--- src/rtl/seq_addsub_pkg.sv ---
`default_nettype none
// ============================================================================
// Module      : seq_addsub_pkg
// Description : Shared types for the multi-cycle adder/subtractor.
// Revision    : 1.0 - initial release
// ============================================================================
package seq_addsub_pkg;

   // Controller states; values are fixed so debug dumps stay stable.
   typedef enum logic [1:0] {
      ST_IDLE = 2'd0,
      ST_RUN  = 2'd1,
      ST_DONE = 2'd2
   } state_t;

endpackage : seq_addsub_pkg
`default_nettype wire

--- src/rtl/addsub_slice.sv ---
`default_nettype none
// ============================================================================
// Module      : addsub_slice
// Description : Combinational CHUNK-bit adder with carry-in, carry-out and
//               sum MSB. One instance is reused for every slice of an operation.
// Revision    : 1.0 - initial release
// ============================================================================
module addsub_slice #(
   parameter int CHUNK = 4
) (
   input  logic [CHUNK-1:0] i_a,
   input  logic [CHUNK-1:0] i_b,
   input  logic             i_cin,
   output logic [CHUNK-1:0] o_sum,
   output logic             o_cout,
   output logic             o_sum_msb
);

   logic [CHUNK:0] w_full;

   // Widen by one bit so the carry-out falls out of the addition directly.
   assign w_full    = {1'b0, i_a} + {1'b0, i_b} + {{CHUNK{1'b0}}, i_cin};
   assign o_sum     = w_full[CHUNK-1:0];
   assign o_cout    = w_full[CHUNK];
   assign o_sum_msb = w_full[CHUNK-1];

endmodule : addsub_slice
`default_nettype wire

--- src/rtl/seq_addsub.sv ---
`default_nettype none
// ============================================================================
// Module      : seq_addsub
// Description : Multi-cycle WIDTH-bit adder/subtractor. One CHUNK-bit slice is
//               processed per RUN cycle with the carry chained in a register.
//               Subtraction is a + ~b + ~cin, so cout reads as "no borrow".
// Revision    : 1.0 - initial release
// ============================================================================
module seq_addsub
   import seq_addsub_pkg::*;
#(
   parameter int WIDTH = 16,
   parameter int CHUNK = 4
) (
   input  logic             clk,
   input  logic             rst_n,
   input  logic             start,
   input  logic             sub,
   input  logic             cin,
   input  logic [WIDTH-1:0] a,
   input  logic [WIDTH-1:0] b,
   output logic             busy,
   output logic             done,
   output logic [WIDTH-1:0] sum,
   output logic             cout,
   output logic             ovf
);

   localparam int NCHUNK = WIDTH / CHUNK;
   localparam int IDXW   = (NCHUNK > 1) ? $clog2(NCHUNK) : 1;
   localparam logic [IDXW-1:0] c_LAST_IDX = IDXW'(NCHUNK - 1);

   state_t           r_state;
   state_t           w_state_nxt;
   logic [WIDTH-1:0] r_a;
   logic [WIDTH-1:0] r_b;        // already inverted for subtraction
   logic [WIDTH-1:0] r_sum;
   logic             r_carry;
   logic             r_cout;
   logic             r_ovf;
   logic [IDXW-1:0]  r_idx;

   logic [CHUNK-1:0] w_a_sl;
   logic [CHUNK-1:0] w_b_sl;
   logic [CHUNK-1:0] w_s_sl;
   logic             w_c;
   logic             w_s_msb;
   logic             w_accept;
   logic             w_run;
   logic             w_last;

   assign w_accept = (r_state == ST_IDLE) && start;
   assign w_run    = (r_state == ST_RUN);
   assign w_last   = (r_idx == c_LAST_IDX);

   // Present the current slice of the latched operands to the shared adder.
   assign w_a_sl = r_a[r_idx*CHUNK +: CHUNK];
   assign w_b_sl = r_b[r_idx*CHUNK +: CHUNK];

   addsub_slice #(
      .CHUNK (CHUNK)
   ) u_slice (
      .i_a       (w_a_sl),
      .i_b       (w_b_sl),
      .i_cin     (r_carry),
      .o_sum     (w_s_sl),
      .o_cout    (w_c),
      .o_sum_msb (w_s_msb)
   );

   // State register.
   always_ff @(posedge clk or negedge rst_n) begin
      if (!rst_n) begin
         r_state <= ST_IDLE;
      end else begin
         r_state <= w_state_nxt;
      end
   end

   // Next-state decode; busy/done depend only on the state register.
   always_comb begin
      w_state_nxt = r_state;
      busy        = 1'b0;
      done        = 1'b0;
      case (r_state)
         ST_IDLE: begin
            if (start) w_state_nxt = ST_RUN;
         end
         ST_RUN: begin
            busy = 1'b1;
            if (w_last) w_state_nxt = ST_DONE;
         end
         ST_DONE: begin
            done        = 1'b1;
            w_state_nxt = ST_IDLE;   // start in DONE is deliberately ignored
         end
         default: w_state_nxt = ST_IDLE;
      endcase
   end

   // Operand capture on accept, then one slice per RUN cycle.
   always_ff @(posedge clk or negedge rst_n) begin
      if (!rst_n) begin
         r_a     <= '0;
         r_b     <= '0;
         r_sum   <= '0;
         r_carry <= 1'b0;
         r_cout  <= 1'b0;
         r_ovf   <= 1'b0;
         r_idx   <= '0;
      end else if (w_accept) begin
         r_a     <= a;
         r_b     <= sub ? ~b : b;
         r_carry <= cin ^ sub;
         r_idx   <= '0;
      end else if (w_run) begin
         r_sum[r_idx*CHUNK +: CHUNK] <= w_s_sl;
         r_carry <= w_c;
         r_idx   <= r_idx + 1'b1;
         if (w_last) begin
            // The final slice holds the word MSB, so its flags are the result flags.
            r_cout <= w_c;
            r_ovf  <= (r_a[WIDTH-1] == r_b[WIDTH-1]) && (w_s_msb != r_a[WIDTH-1]);
         end
      end
   end

   assign sum  = r_sum;
   assign cout = r_cout;
   assign ovf  = r_ovf;

endmodule : seq_addsub
`default_nettype wire

--- config.mk ---
export PLATFORM = sky130hd
export DESIGN_NAME = seq_addsub
export DESIGN_NICKNAME = d
export VERILOG_FILES = /design/src/rtl/seq_addsub_pkg.sv /design/src/rtl/addsub_slice.sv /design/src/rtl/seq_addsub.sv
export SDC_FILE = /design/constraint.sdc
export NUM_CORES = 1
export LEC_CHECK = 0
export ABC_AREA = 1
export CAP_MARGIN = 20
export CORE_ASPECT_RATIO = 1.75
export CORE_MARGIN = 4
export CORE_UTILIZATION = 55
export DETAILED_ROUTE_END_ITERATION = 8
export PLACE_DENSITY = 0.87
export SKIP_CTS_REPAIR_TIMING = 1
export SYNTH_ARGS = -nofsm -noshare
export SYNTH_HDL_FRONTEND = slang
export SYNTH_SLANG_ARGS = --single-unit
--- constraint.sdc ---
create_clock -name clk -period 4.9 [get_ports clk]
set_input_delay 0.98 -clock clk [delete_from_list [all_inputs] [get_ports clk]]
set_output_delay 0.98 -clock clk [all_outputs]
set_load 0.02 [all_outputs]
======== Yosys cells after proc, flatten, opt, wreduce, memory -nomap -nowiden ========
Cells that the tools add are included.
operators by class
  reduce and logical (&&, ||, !) cells .... 7
  shift-type cells ........................ 4
  bitwise operators ....................... 3
  muxes and demuxes ....................... 11
  equality and inequality tests ........... 7
  $add $sub $neg .......................... 4
operators by type and width
  cell                     count
  $neg 4->34               1
  $shift 4x34->16 const A  1
  $shiftx 4x34->16         1
  $shiftx 16x5->4          2
  $bwmux 16                1
  $mux 16                  1
  $not 16->16              1
  $mux 2                   4
  $add 4x4->5              1
  $add 5x1->5              1
  $eq 2x2->1 const B       2
  $mux 1                   4
  $pmux 2 s2               1
  $reduce_and 2->1         2
  $reduce_and 3->1         1
  $add 2x1->2 const B      1
  $eq 2x1->1 const B       1
  $logic_and 1x1->1        2
  $logic_not 2->1          1
  $ne 2x1->1 const B       1
  $ne 2x2->1 const B       1
  $reduce_bool 2->1        1
  $eq 1x1->1               1
  $ne 1x1->1               1
  other kinds (2)          2
storage, ports and cells
  bits of input ports ..................... 37
  register bits ........................... 55

======== Logic depth before layout (Yosys ltp) ========
Gate-level depths: netlist of the first run.
  depth after elaboration ................. 5
  depth in mapped cells ................... 12

======== Cells and area by module ========
A second synthesis of the first run with hierarchy kept.
second synthesis, totals
  cell total of the unflattened synthesis .. 382
  area total of the unflattened synthesis .. 2910.3 um2
by module, submodules not included
  module        seq. area each (um2)  instances  area an instance (um2)  cells each
  seq_addsub    1376.3                1          2737.6                  356
  addsub_slice  0.0                   1          172.7                   26

======== Worst setup path before layout of the first run ========
OpenSTA, ideal clock, no wires.
  kind .................................... flip-flop to flip-flop
  from .................................... register r_idx[0]
  to ...................................... register r_sum[6] (netlist: sum[6])
  setup slack ............................. 2498 ps
  clock period less this slack ............ 2402 ps
  cell stages (with the launch flop) ...... 12
  buffers on the path ..................... 2
  arrival ................................. 2277 ps
  cells stage by stage .................... dfrtp_1 > clkbuf_2 > inv_2 > buf_4 > o21ai_0 > o22ai_1 > fa_1 > fa_1 > xnor2_1 > nor2_1 > nand2_1 > o21ai_1
on the way
  word-level cells in the longest chain between the ends .. 5
ends and longest elaborated chain
  item                                       line                                RTL
  start: declaration                         seq_addsub.sv:41                    logic [IDXW-1:0] r_idx;
  start signal: assignment                   seq_addsub.sv:119                   r_idx <= r_idx + 1'b1;
  $shiftx 16x5->4, on equally long branches  seq_addsub.sv:57, seq_addsub.sv:58
  $add 4x4->5                                addsub_slice.sv:22                  assign w_full = {1'b0, i_a} + {1'b0, i_b} + {{CHUNK{1'b0}}, i_cin};
  $add 5x1->5                                addsub_slice.sv:22
  $shiftx 4x34->16                           seq_addsub.sv:117                   r_sum[r_idx*CHUNK +: CHUNK] <= w_s_sl;
  $bwmux 16 (*)                              seq_addsub.sv:117
  end signal: indexed assignment             seq_addsub.sv:117
  end: declaration                           seq_addsub.sv:37                    logic [WIDTH-1:0] r_sum;
Mark *: on every way between the ends. The rest lies on a longest branch, timed or not.
A chain may end at the register's enable or synchronous reset.

======== Worst setup path after layout of the first run ========
Same ends and word-level chain as after synthesis.

==> results of run 1 <==
==> worst reg2reg max path, stage by stage (launching register included) <==
cell and delay (ns):
dfrtp_1 0.85, inv_2 0.34, o21ai_0 0.26, o22ai_1 0.11, fa_1 0.46, fa_1 0.42, xnor2_1 0.31, nor2_1 0.08
nand2_1 0.10, o21ai_1 0.07
==> through the flow <==
step	instance area (um2)	hold slack [ns]	utilization (%)	total power (uW)	setup slack [ns]
after floorplan	2825	0.4366	-	1742	2.498
after global placement	3351	0.4568	67.32	2058	1.953
after detailed placement	3371	0.4596	67.72	2112	1.868
after CTS	3443	0.4818	69.18	2343	1.826
after global routing	3443	0.5045	69.18	2545	1.489
final	3443	0.4780	69.18	2333	1.795
==> kinds of logic (layout without fill, tap and decap cells) <==
group	after synthesis	count (layout)	synth area share, %
AND/OR/NAND/NOR	127	127	20.11
AO/OA/AOI/OAI	74	74	14.08
flip-flops	55	55	48.72
buffers and inverters	31	81	6.111
XOR/XNOR	18	18	5.580
adder cells (fa/ha/maj)	11	11	5.403
==> cells in the mapped netlist, types with 3 or more instances <==
master,instances,area share [%]
a21oi_1,4,0.71
o21ai_1,21,3.7
nand2_1,85,11
xnor2_1,17,5.3
buf_4,4,1.1
o31ai_1,3,0.80
nand2_4,3,1.2
nor2_1,20,2.7
inv_1,12,1.6
dfrtp_1,55,49
ha_1,9,4.0
nor2_4,3,1.2
inv_2,3,0.40
o21ai_0,35,6.2
o22ai_1,8,1.8
buf_6,4,1.6
nand3_1,9,1.6
==> per-layer routing <==
metal	vias to the layer above	wire length, um	GRT usage (%)
met2	60	3464	37.62
met5	-	0	0
li1	1134	-	-
met4	0	144	8.180
met1	1075	2105	19.90
met3	12	192	2.835
==> power breakdown <==
part | switching [uW] | leakage (uW) | internal [uW]
Clock | 132 | 0.0000371 | 95.6
Sequential | 158 | 0.000704 | 642
Combinational | 813 | 0.000831 | 494
==> worst max path at each step <==
stage             end  slack, ns  cells past startpoint
5_1_grt        sum[6]       1.49                      9
3_3_place_gp   sum[6]       1.95                      9
2_1_floorplan  sum[6]       2.50                     11
6_report       sum[6]       1.80                      9
4_1_cts        sum[6]       1.83                      9
3_5_place_dp   sum[6]       1.87                      9
==> final cells by class <==
type,instances,area (um2),area share (%)
Sequential cell,55,1376,39.97
Multi-Input combinational cell,230,1276,37.06
Timing Repair Buffer,57,575.6,16.72
Inverter,18,75.07,2.180
Clock buffer,6,72.57,2.108
Tap cell,54,67.56,1.962
==> flip-flops by register name, summed over array words and instances (netlist names) <==
register and cells:
r_b 16, ovf 1, r_carry 1, r_idx 2, sum 16, cout 1
r_a 16, r_state 2
==> flow_metrics.tcl, run 1 <==
set metrics [dict create \
    status "completed" \
    stdcell_count 420 \
    postSynthCellCount 316 \
    async_flop_share_pct 100.0 \
    drive_gt1_share_pct 6.557 \
    postRouteAntennaNets 0 \
    synth_area_per_cell_um2 8.941 \
    maxCapViolations 0 \
    r2r-end "sum[6]" \
    max-slew-margin-rel_pct 41.91 \
    wl_per_cell_um 14.06 \
    vias 2281 \
    drcViolationCount 0 \
    clockRootBuffer "clkbuf_8" \
    cts-htree-levels 2 \
    ys_types 33 \
    grt_max_degree 51 \
    diodes 0 \
    ir_drop_mv 0.5578 \
    yosysWarnings 0 \
    r2r_slack_ns 1.80 \
    synth_nets 364 \
    crit_required_ns 5.09 \
    cts_tree "built" \
    synth-seq-cells 55 \
    powerDensity_nw_per_um2 677.6 \
    via_per_inst 5.431 \
    crit_chain "inv_2 -> o21ai_0 -> o22ai_1 -> fa_1 -> fa_1 -> xnor2_1 -> nor2_1 -> nand2_1 -> o21ai_1" \
    final_nets 415 \
    track_usage_pct 19.19 \
    whs_endpoint "r_a[13]" \
    cp_top_family "adder cells" \
    hp-class "flop to flop" \
    critPathCaptureType "flop" \
    startpoint "r_idx[0]" \
    antenna_found_initial 0 \
    synth_edf_count 0 \
    cp_common_cell "fa_1" \
    std_cell_rows 34 \
    layout_commonest_cell "nand2_1" \
    rsz0062_at_grt "no" \
    area_delta_synth_final_pct 21.88 \
    max_freq_mhz 322.1 \
    first_pass_iters 4 \
    final_cell_mix "85 x nand2_1, 55 x dfrtp_1, 55 x clkdlybuf4s50_1" \
    path_class "flop to flop" \
    ff2ff_path_depth 9 \
    grt_pass1_wl_um 9708 \
    dpl.hpwl_um 4569 \
    cpPeakStageDelay_ns 0.85 \
    io_buffers 56 \
    die_area_um2 6393 \
    die_h_um 102.8 \
    yosys_most_used_dff "dfrtp_1" \
    reg2reg_from "r_idx[0]" \
    worst_pin_slew_ns 0.8686 \
    initial_core_util_pct 56.76 \
    numCtsBuffers 5 \
    arrival_ns 3.30 \
    min_path_cells 2 \
    slowest_stage "dfrtp_1" \
    syn_area_um2 2825 \
    leakage_uw 0.001572 \
    finalSetupViolations 0 \
    grt_pass1_vias 2140 \
    cts.path.max_buffers 2 \
    setup_tns_ns 0 \
    cp-start-kind "flop" \
    dpl.cell_count 414 \
    drtIter0Drc 97 \
    clock_skew_ns 0.005175 \
    period_share_pct 63.36 \
    path_buf_inv 1 \
    gp_congestion 0.9140 \
    core_region_area_um2 4977 \
    drv_slew 0 \
    path_clk_slew_ns 0.09 \
    grt_overflow 0 \
    ys_seq_area_share_pct 48.72 \
    min-delay-start "r_a[13]" \
    crit_path_max_fanout 28 \
    fillerInstances 416 \
    clkSinkCount 55 \
    num_io_pins 57 \
    layout_min_cycle_time_ns 3.105 \
    clock_latency_ns 0.30 \
    die_x_um 62.18 \
    finalHoldViolations 0 \
    wl_um 5906 \
]
No activity file was read; power rests on OpenSTA's default activity.
==> run 2, diff against run 1 <==
--- a/config.mk
+++ b/config.mk
@@ -9,9 +9,9 @@
 export CAP_MARGIN = 20
 export CORE_ASPECT_RATIO = 1.75
 export CORE_MARGIN = 4
-export CORE_UTILIZATION = 55
+export CORE_UTILIZATION = 46
 export DETAILED_ROUTE_END_ITERATION = 8
-export PLACE_DENSITY = 0.87
+export PLACE_DENSITY = 0.77
 export SKIP_CTS_REPAIR_TIMING = 1
 export SYNTH_ARGS = -nofsm -noshare
 export SYNTH_HDL_FRONTEND = slang
==> constraint.sdc (replaced) <==
create_clock -name clk -period 2.84 [get_ports clk]
set_input_delay 0.568 -clock clk [delete_from_list [all_inputs] [get_ports clk]]
set_output_delay 0.568 -clock clk [all_outputs]
set_load 0.02 [all_outputs]
==> run 2 against run 1 <==
Cell count increased by 6.9%. Sequential cell count unchanged. Die area rose by 17%. Worst hold slack got worse by 0.20 ns. Power grew 75%. Sequential share of layout area down 0.75 points. Sequential power up 70%. Critical path depth did not move. First-iteration DRC count decreased by 7.2%. Via count rose by 0.61%. Global-route usage fell by 0.92 points. Count of clock-buffer cells in the layout unchanged. Critical path type unchanged. Largest power group unchanged. Highest routed layer unchanged.
==> flow_metrics.tcl, run 2 (same netlist as run 1, synthesis figures left out) <==
set metrics [dict create \
    worst_pin_slew_ns 0.6419 \
    finalHoldViolations 0 \
    layout_min_cycle_time_ns 2.537 \
    crit_required_ns 3.03 \
    path_buf_inv 1 \
    std_cell_rows 37 \
    leakage_uw 0.001596 \
    grt_max_degree 51 \
    numCtsBuffers 5 \
    track_usage_pct 18.28 \
    area_delta_synth_final_pct 24.31 \
    rsz0062_at_grt "no" \
    dpl.hpwl_um 5205 \
    drive_gt1_share_pct 8.086 \
    drv_slew 0 \
    cp-start-kind "flop" \
    multiInputGateArea_um2 1276 \
    fillerInstances 579 \
    setup_tns_ns 0 \
    postRouteAntennaNets 0 \
    die_x_um 67.24 \
    clockRootBuffer "clkbuf_8" \
    die_area_um2 7509 \
    core_region_area_um2 5926 \
    initial_core_util_pct 47.68 \
    vias 2295 \
    wl_um 6330 \
    final_cell_mix "85 x nand2_1, 55 x clkdlybuf4s50_1, 54 x dfrtp_1" \
    die_h_um 111.7 \
    pre_cts_ws_ns 0.1921 \
    met3_usage_pct 2.523 \
    ir_drop_mv 0.5274 \
    status "completed" \
    path_clk_slew_ns 0.09 \
    clock_latency_ns 0.30 \
    grt.met1_usage_pct 18.80 \
    finalSetupViolations 0 \
    worst_slack_ns 0.3033 \
    max_freq_mhz 394.2 \
    cp_top_family "adder cells" \
    cts-htree-levels 2 \
    num_io_pins 57 \
    clkSinkCount 55 \
    hp-class "input port to asynchronous set/reset pin" \
    grt_pass1_wl_um 10410 \
    final_util_pct 59.27 \
    drtIter0Drc 90 \
    critPathCaptureType "flop" \
    io_buffers 56 \
    grt_pass1_vias 2294 \
    grt_overflow 0 \
    gp_congestion 0.9339 \
    r2r_slack_ns 0.30 \
    totalPowerFinal_uw 4072 \
    first_pass_iters 4 \
    crit_path_max_fanout 12 \
    via_per_inst 5.111 \
    path_class "flop to flop" \
    period_share_pct 89.32 \
    wl_per_cell_um 14.10 \
    top_usage_layer "met2" \
    powerDensity_nw_per_um2 1159 \
    drcViolationCount 0 \
    cpPeakStageDelay_ns 0.52 \
    final_nets 420 \
    max-slew-margin-rel_pct 57.21 \
    crit_chain "clkinv_1 -> o21ai_0 -> o22ai_1 -> fa_1 -> fa_1 -> xnor2_1 -> nor2_1 -> nand2_1 -> o21ai_1" \
    slowest_stage "dfrtp_1" \
    cp_common_cell "fa_1" \
    diodes 0 \
    use_met2_pct 35.41 \
    maxCapViolations 0 \
    seq_area_um2 1378 \
    arrival_ns 2.73 \
    antenna_found_initial 0 \
    cts_tree "built" \
    layout_commonest_cell "nand2_1" \
    cts.path.max_buffers 2 \
    clock_skew_ns 0.004975 \
]
## run 2: changes by cell type in the layout (fill, tap and decap cells not counted)
cell | before | now
buf_4 | 0 | 5
dfrtp_1 | 55 | 54
dfrtp_2 | 0 | 1
## run 2: final timing paths
kind	startpoint	to	cells after the start
min in group clk	r_a[5]	r_a[5]	2
hold reg to reg	r_a[5]	r_a[5]	2
max in group asynchronous	rst_n	r_idx[0]	2
setup / recovery	r_idx[1]	sum[6]	9
setup reg to reg	r_idx[1]	sum[6]	9
hold / removal	rst_n	r_a[2]	1
## run 2: cell type report
class / instances / share of cell area (%)
Sequential cell: 55 / 39.22
Timing Repair Buffer: 62 / 17.46
Multi-Input combinational cell: 230 / 36.34
Clock buffer: 6 / 2.066
Inverter: 18 / 2.138
Tap cell: 78 / 2.779
## run 2: power breakdown
group | switching (uW) | internal, uW
logic | 1440 | 875
clock network | 230 | 165
registers | 252 | 1110
## run 2: metal layers
metal / vias to the layer above / part of all wire [%]
met3: 11 / 3.2
met1: 1082 / 35
met2: 55 / 60
met4: 0 / 2.1
met5: - / 0
li1: 1147 / -
## run 2: stage by stage
step           instance area (um2)  instances  hold slack [ns]
3_5_place_dp                  3438        443           0.4597
2_1_floorplan                 2825        316           0.2724
6_report                      3512        449           0.2767
5_1_grt                       3512        449           0.3285
4_1_cts                       3511        449           0.2916
3_3_place_gp                  3438        443           0.4504
